## src/rtl/ramdp_pkg.sv

```systemverilog
// rtl/ramdp_pkg.sv - shared state and requester encodings for the dual-port RAM arbiter
package ramdp_pkg;

   typedef enum logic {
      CLEAR = 1'b0,
      RUN   = 1'b1
   } state_t;

   typedef enum logic {
      REQ_A = 1'b0,
      REQ_B = 1'b1
   } req_id_t;

endpackage

```

## src/rtl/ramdp.sv

```systemverilog
// rtl/ramdp.sv - dual-port RAM: synchronous write on port 0, combinational reads on both ports
module ramdp #(
   parameter int AddrSize = 4,
   parameter int DataSize = 8
) (
   input  logic                clock,
   input  logic                we,
   input  logic [AddrSize-1:0] addr0,
   input  logic [AddrSize-1:0] addr1,
   input  logic [DataSize-1:0] data_i0,
   output logic [DataSize-1:0] data_o0,
   output logic [DataSize-1:0] data_o1
);

   logic [DataSize-1:0] mem [2**AddrSize];

   always_ff @(posedge clock) begin
      if (we) mem[addr0] <= data_i0;
   end

   assign data_o0 = mem[addr0];
   assign data_o1 = mem[addr1];

endmodule

```

## src/rtl/ramdp_arbiter.sv

```systemverilog
// rtl/ramdp_arbiter.sv - two-requester arbiter over one ramdp, with a clear-on-reset sweep
module ramdp_arbiter
   import ramdp_pkg::*;
#(
   parameter int AddrSize = 4,
   parameter int DataSize = 8
) (
   input  logic                clock,
   input  logic                reset,
   input  logic                a_req,
   input  logic                a_we,
   input  logic [AddrSize-1:0] a_addr,
   input  logic [DataSize-1:0] a_data_i,
   output logic                a_ack,
   output logic [DataSize-1:0] a_data_o,
   output logic                a_valid,
   input  logic                b_req,
   input  logic                b_we,
   input  logic [AddrSize-1:0] b_addr,
   input  logic [DataSize-1:0] b_data_i,
   output logic                b_ack,
   output logic [DataSize-1:0] b_data_o,
   output logic                b_valid,
   output logic                busy
);

   localparam logic [AddrSize-1:0] LastAddr = '1;

   state_t              state, state_nxt;
   req_id_t             last, last_nxt;
   logic [AddrSize-1:0] counter;
   logic                grant_a, grant_b, p0_is_a;
   logic                ram_we;
   logic [AddrSize-1:0] ram_addr0, ram_addr1;
   logic [DataSize-1:0] ram_wdata, ram_rdata0, ram_rdata1;
   logic [DataSize-1:0] a_rdata, b_rdata;
   logic                a_rd, b_rd;

   always_ff @(posedge clock) begin
      if (!reset) begin
         state <= CLEAR;
         last  <= REQ_B;
      end else begin
         state <= state_nxt;
         last  <= last_nxt;
      end
   end

   // Grants are gated by reset so nothing is acked while reset is held low.
   always_comb begin
      state_nxt = state;
      last_nxt  = last;
      grant_a   = 1'b0;
      grant_b   = 1'b0;
      p0_is_a   = 1'b1;
      busy      = 1'b1;
      case (state)
         CLEAR: begin
            if (counter == LastAddr) state_nxt = RUN;
         end
         RUN: begin
            busy = !reset;
            if (reset) begin
               if (a_req && b_req && (a_we || b_we)) begin
                  if (last == REQ_B) begin
                     grant_a  = 1'b1;
                     last_nxt = REQ_A;
                  end else begin
                     grant_b  = 1'b1;
                     p0_is_a  = 1'b0;
                     last_nxt = REQ_B;
                  end
               end else if (a_req && b_req) begin
                  grant_a = 1'b1;
                  grant_b = 1'b1;
                  p0_is_a = (last == REQ_B);
               end else if (a_req) begin
                  grant_a  = 1'b1;
                  last_nxt = REQ_A;
               end else if (b_req) begin
                  grant_b  = 1'b1;
                  p0_is_a  = 1'b0;
                  last_nxt = REQ_B;
               end
            end
         end
         default: state_nxt = CLEAR;
      endcase
   end

   assign a_ack = grant_a;
   assign b_ack = grant_b;

   always_ff @(posedge clock) begin
      if (!reset || state == RUN) counter <= '0;
      else                        counter <= counter + 1'b1;
   end

   // Port 0 carries the clear sweep, the sole writer, or the non-last reader.
   always_comb begin
      ram_addr0 = p0_is_a ? a_addr : b_addr;
      ram_addr1 = p0_is_a ? b_addr : a_addr;
      ram_wdata = p0_is_a ? a_data_i : b_data_i;
      ram_we    = p0_is_a ? (grant_a && a_we) : (grant_b && b_we);
      if (state == CLEAR) begin
         ram_addr0 = counter;
         ram_wdata = '0;
         ram_we    = reset;
      end
   end

   ramdp #(
      .AddrSize (AddrSize),
      .DataSize (DataSize)
   ) ramdp (
      .clock   (clock),
      .we      (ram_we),
      .addr0   (ram_addr0),
      .addr1   (ram_addr1),
      .data_i0 (ram_wdata),
      .data_o0 (ram_rdata0),
      .data_o1 (ram_rdata1)
   );

   assign a_rd    = grant_a && !a_we;
   assign b_rd    = grant_b && !b_we;
   assign a_rdata = p0_is_a ? ram_rdata0 : ram_rdata1;
   assign b_rdata = p0_is_a ? ram_rdata1 : ram_rdata0;

   always_ff @(posedge clock) begin
      if (!reset) begin
         a_valid  <= 1'b0;
         b_valid  <= 1'b0;
         a_data_o <= '0;
         b_data_o <= '0;
      end else begin
         a_valid <= a_rd;
         b_valid <= b_rd;
         if (a_rd) a_data_o <= a_rdata;
         if (b_rd) b_data_o <= b_rdata;
      end
   end

endmodule

```

## config.mk

```make
export PLATFORM = sky130hd
export DESIGN_NAME = ramdp_arbiter
export DESIGN_NICKNAME = d
export VERILOG_FILES = /design/src/rtl/ramdp_pkg.sv /design/src/rtl/ramdp.sv /design/src/rtl/ramdp_arbiter.sv
export SDC_FILE = /design/constraint.sdc
export NUM_CORES = 1
export LEC_CHECK = 0
export ABC_CLOCK_PERIOD_IN_PS = 3400
export CAP_MARGIN = 20
export CORE_ASPECT_RATIO = 1.1
export CORE_MARGIN = 3
export CORE_UTILIZATION = 40
export DETAILED_ROUTE_END_ITERATION = 16
export PLACE_DENSITY = 0.56
export SYNTH_ARGS = -nofsm -noshare
export SYNTH_HDL_FRONTEND = slang
export SYNTH_SLANG_ARGS = --single-unit
```

## constraint.sdc

```tcl
create_clock -name clock -period 3.4 [get_ports clock]
set_clock_uncertainty 0.1 [all_clocks]
set_input_delay 0.68 -clock clock [delete_from_list [all_inputs] [get_ports clock]]
set_output_delay 0.68 -clock clock [all_outputs]
set_load 0.02 [all_outputs]
```

==> out/results.tsv <==
stage	metric	value	unit
synthesis	Synth Register Bits	152	
pwr	total power	4660	uW
drt	routed wire length	32700	um
cells_and_area	ant diodes	0	
placed_design	Post-Place Worst Slack	-0.178	ns
synthesis	adder-cell share of the synthesized area	0.136	%
synthesis	syn nets	966	
cts	CTS max path bufs	2	
sta	fmax	305	MHz
die	Die Y	165	um
cts	CTS buffer count	17	
cells_and_area	post-layout util	51.4	%
pwr	VDD IR max	0.370	mV
sta	final critical-path required period	3.28	ns
synthesis	Mean Syn Cell Area	9.87	um2
synthesis	Post-Synth XOR/XNOR Area	0.190	%
synthesis	share of the synthesized area in the top cell type	41.6	%
pwr	power per cell area	405	mW/mm2
placed_design	GP Congestion	0.906	
synthesis	unique cell type count in the Yosys netlist	41	
cts	CTS H-tree depth	4	
worst_setup_path	critical path capture point type	output pin	
global_routing	gr usage total	26.4	%
cts	Num Clock Sinks	152	
sta	Slew HR	42.7	%
cts	Root Buffer	clkbuf_16	
drt	via count	8470	
sta	Final Max Slew Viols	0	
synthesis	largest family of logic cells by synthesized area	compound AO/OA/AOI/OAI gates	
worst_setup_path	crit path DAT	2.50	ns
synthesis	Gate Count Post-Synth	935	
drt	DRT Pass-1 Iters	5	
synthesis	Compound-Gate Fraction of Synth Area	24.7	%
worst_setup_path	critical path class	in -> out	
pwr	Leakage	0.00392	uW
global_routing	aggregate global routing overflow	0	
worst_setup_path	Worst setup SP type	input port	
synthesis	Simple-Gate Fraction of Synth Area	16.9	%
sta	final worst slack	0.118	ns
placed_design	I/O Buffers	50	
run	maxcap violations	0	
synthesis	multiplexer area fraction after synthesis	6.94	%
synthesis	Synth area leaders	edfxtp_1, nand2b_1, mux2i_1	
outcome	status	finished, final reports clean	
placed_design	Area after DPL	0.0109	mm2
drt	vias per inst	6.24	
die	CORE AREA	0.0224	mm2
global_routing	number of global-route vias before repair	8048	
sta	Least-Margin Pin Slew	0.859	ns
drt	drt initial violations	839	
cts	TritonCTS clock tree	yes	
sta	Hold Fails Final Rpt	0	
die	Starting Density	41.2	%
cells_and_area	design area	0.0115	mm2
cells_and_area	P&R area growth vs syn	24.6	%
synthesis	post-synthesis sequential area ratio	46.8	%
cts	clk_lat worst skew	0.43	ns
drt	ANT nets after route	0	
die	die width	151	um
sta	final-report setup violation count	0	
worst_setup_path	worst path required time	2.62	ns
worst_setup_path	largest fanout on the critical path	8	
global_routing	pin count of the biggest net entering global routing	58	
sta	Fin Hold WS	0.400	ns
cts	Post-CTS Setup Bufs	0	
min_path	Hold Path Class	reg -> reg	
cells_and_area	nets@finish	1081	
drt	Wirelength per Cell	24.1	um
die	Ports	51	
cells_and_area	Fillers	2026	
drt	DRC Markers	0	
synthesis	leading area contributor after synthesis	edfxtp_1	
synthesis	Synth Warn #	0	
global_routing	initial antenna violation count	3	
cts	Reg clk slew, reported paths	0.07	ns
placed_design	dpl hpwl	22600	um
sta	unrepaired setup endpoints after global routing	no	
cells_and_area	share of cells above drive strength 1	16.6	%
synthesis	Synth Cell Area	0.00923	mm2
die	die area	0.0249	mm2
sta	period utilisation layout	96.5	%
global_routing	global-route wire length before repair	49100	um
die	Rows	57	
## report_power, final
part	internal (uW)	switching, uW
clock	1230	783
sequential	2020	18.3
combinational	272	333
## routing by layer
layer	up-vias	global-route usage (%)	wire length (um)
li1	3885	-	-
met1	4147	34.4	13600
met2	352	42.0	15000
met3	82	5.43	2540
met4	4	12.9	1510
met5	-	0	31
## sequential cells by signal, indices dropped and copies added, names as in the netlist
name	count
b_data_o	8
last	1
a_valid	1
a_data_o	8
state	1
ramdp.mem	128
b_valid	1
counter	4
## path summary, 6_finish.rpt
kind	depth (start not counted)	slack, ns	to	startpoint
max reg2reg	9	0.41	b_data_o[5]	state
min	1	0.40	counter[0]	counter[0]
min reg2reg	1	0.40	counter[0]	counter[0]
max	6	0.12	b_ack	b_req
## cells by family (layout without fill, tap and decap cells)
family | count (synthesis) | in the layout
simple gates | 299 | 299
compound gates | 330 | 330
buf+inv | 87 | 215
xor+xnor | 2 | 2
mux | 64 | 64
fa+ha+maj | 1 | 1
flops | 152 | 152
## stage by stage
stage          instances  TNS (ns)
6_report            1358         0
5_1_grt             1358         0
4_1_cts             1358         0
3_5_place_dp        1326     -2.57
3_3_place_gp        1326     -2.07
2_1_floorplan        935         0
## worst max-delay path: stages
cell and delay [ns]:
clkdlybuf4s50_1 0.51, buf_4 0.12, nand3_2 0.14, buf_4 0.22, a31oi_1 0.20, clkdlybuf4s50_1 0.64
## Yosys cell counts (all sizes together)
cell and instances:
nor2 29, a21boi 2, nand3 16, buf 36, a311oi 64, o211ai 4, and2 1, a32oi 16
a31oi 6, nor4b 2, xnor2 1, o31ai 8, o21a 1, a211oi 65, edfxtp 128, xor2 1
clkbuf 47, o21ai 14, dfxtp 24, or2 1, o22ai 68, a31o 3, inv 4, a222oi 1
or3 2, nand2 95, and3 3, ha 1, or4 8, a21oi 78, nor3 1, nand2b 132
mux2i 64, nor4 9
## timing repair
item	CTS	global route
resized for setup	0	1
endpoints found under the setup margin	0	1
hold buffers	0	0
## cell type report
| type | count | area (um2) | share of cell area (%) |
|---|---|---|---|
| Multi-Input combinational cell | 696 | 4540 | 39.5 |
| Sequential cell | 152 | 4320 | 37.6 |
| Timing Repair Buffer | 179 | 1630 | 14.2 |
| Clock buffer | 18 | 429 | 3.73 |
| Tap cell | 295 | 369 | 3.21 |
| Clock inverter | 14 | 196 | 1.71 |
| Inverter | 4 | 15.0 | 0.131 |
## cell usage in the layout (no fill, tap or decap), drive strengths merged, types with 18 or more instances in the layout
cell type | netlist | layout
clkdlybuf4s50 | 0 | 47
o22ai | 68 | 68
nand2b | 132 | 132
a311oi | 64 | 64
a211oi | 65 | 65
buf | 36 | 131
dfxtp | 24 | 24
clkbuf | 47 | 18
nor2 | 29 | 29
edfxtp | 128 | 128
nand2 | 95 | 95
mux2i | 64 | 64
a21oi | 78 | 78
Power figures use the tool's default switching activity.
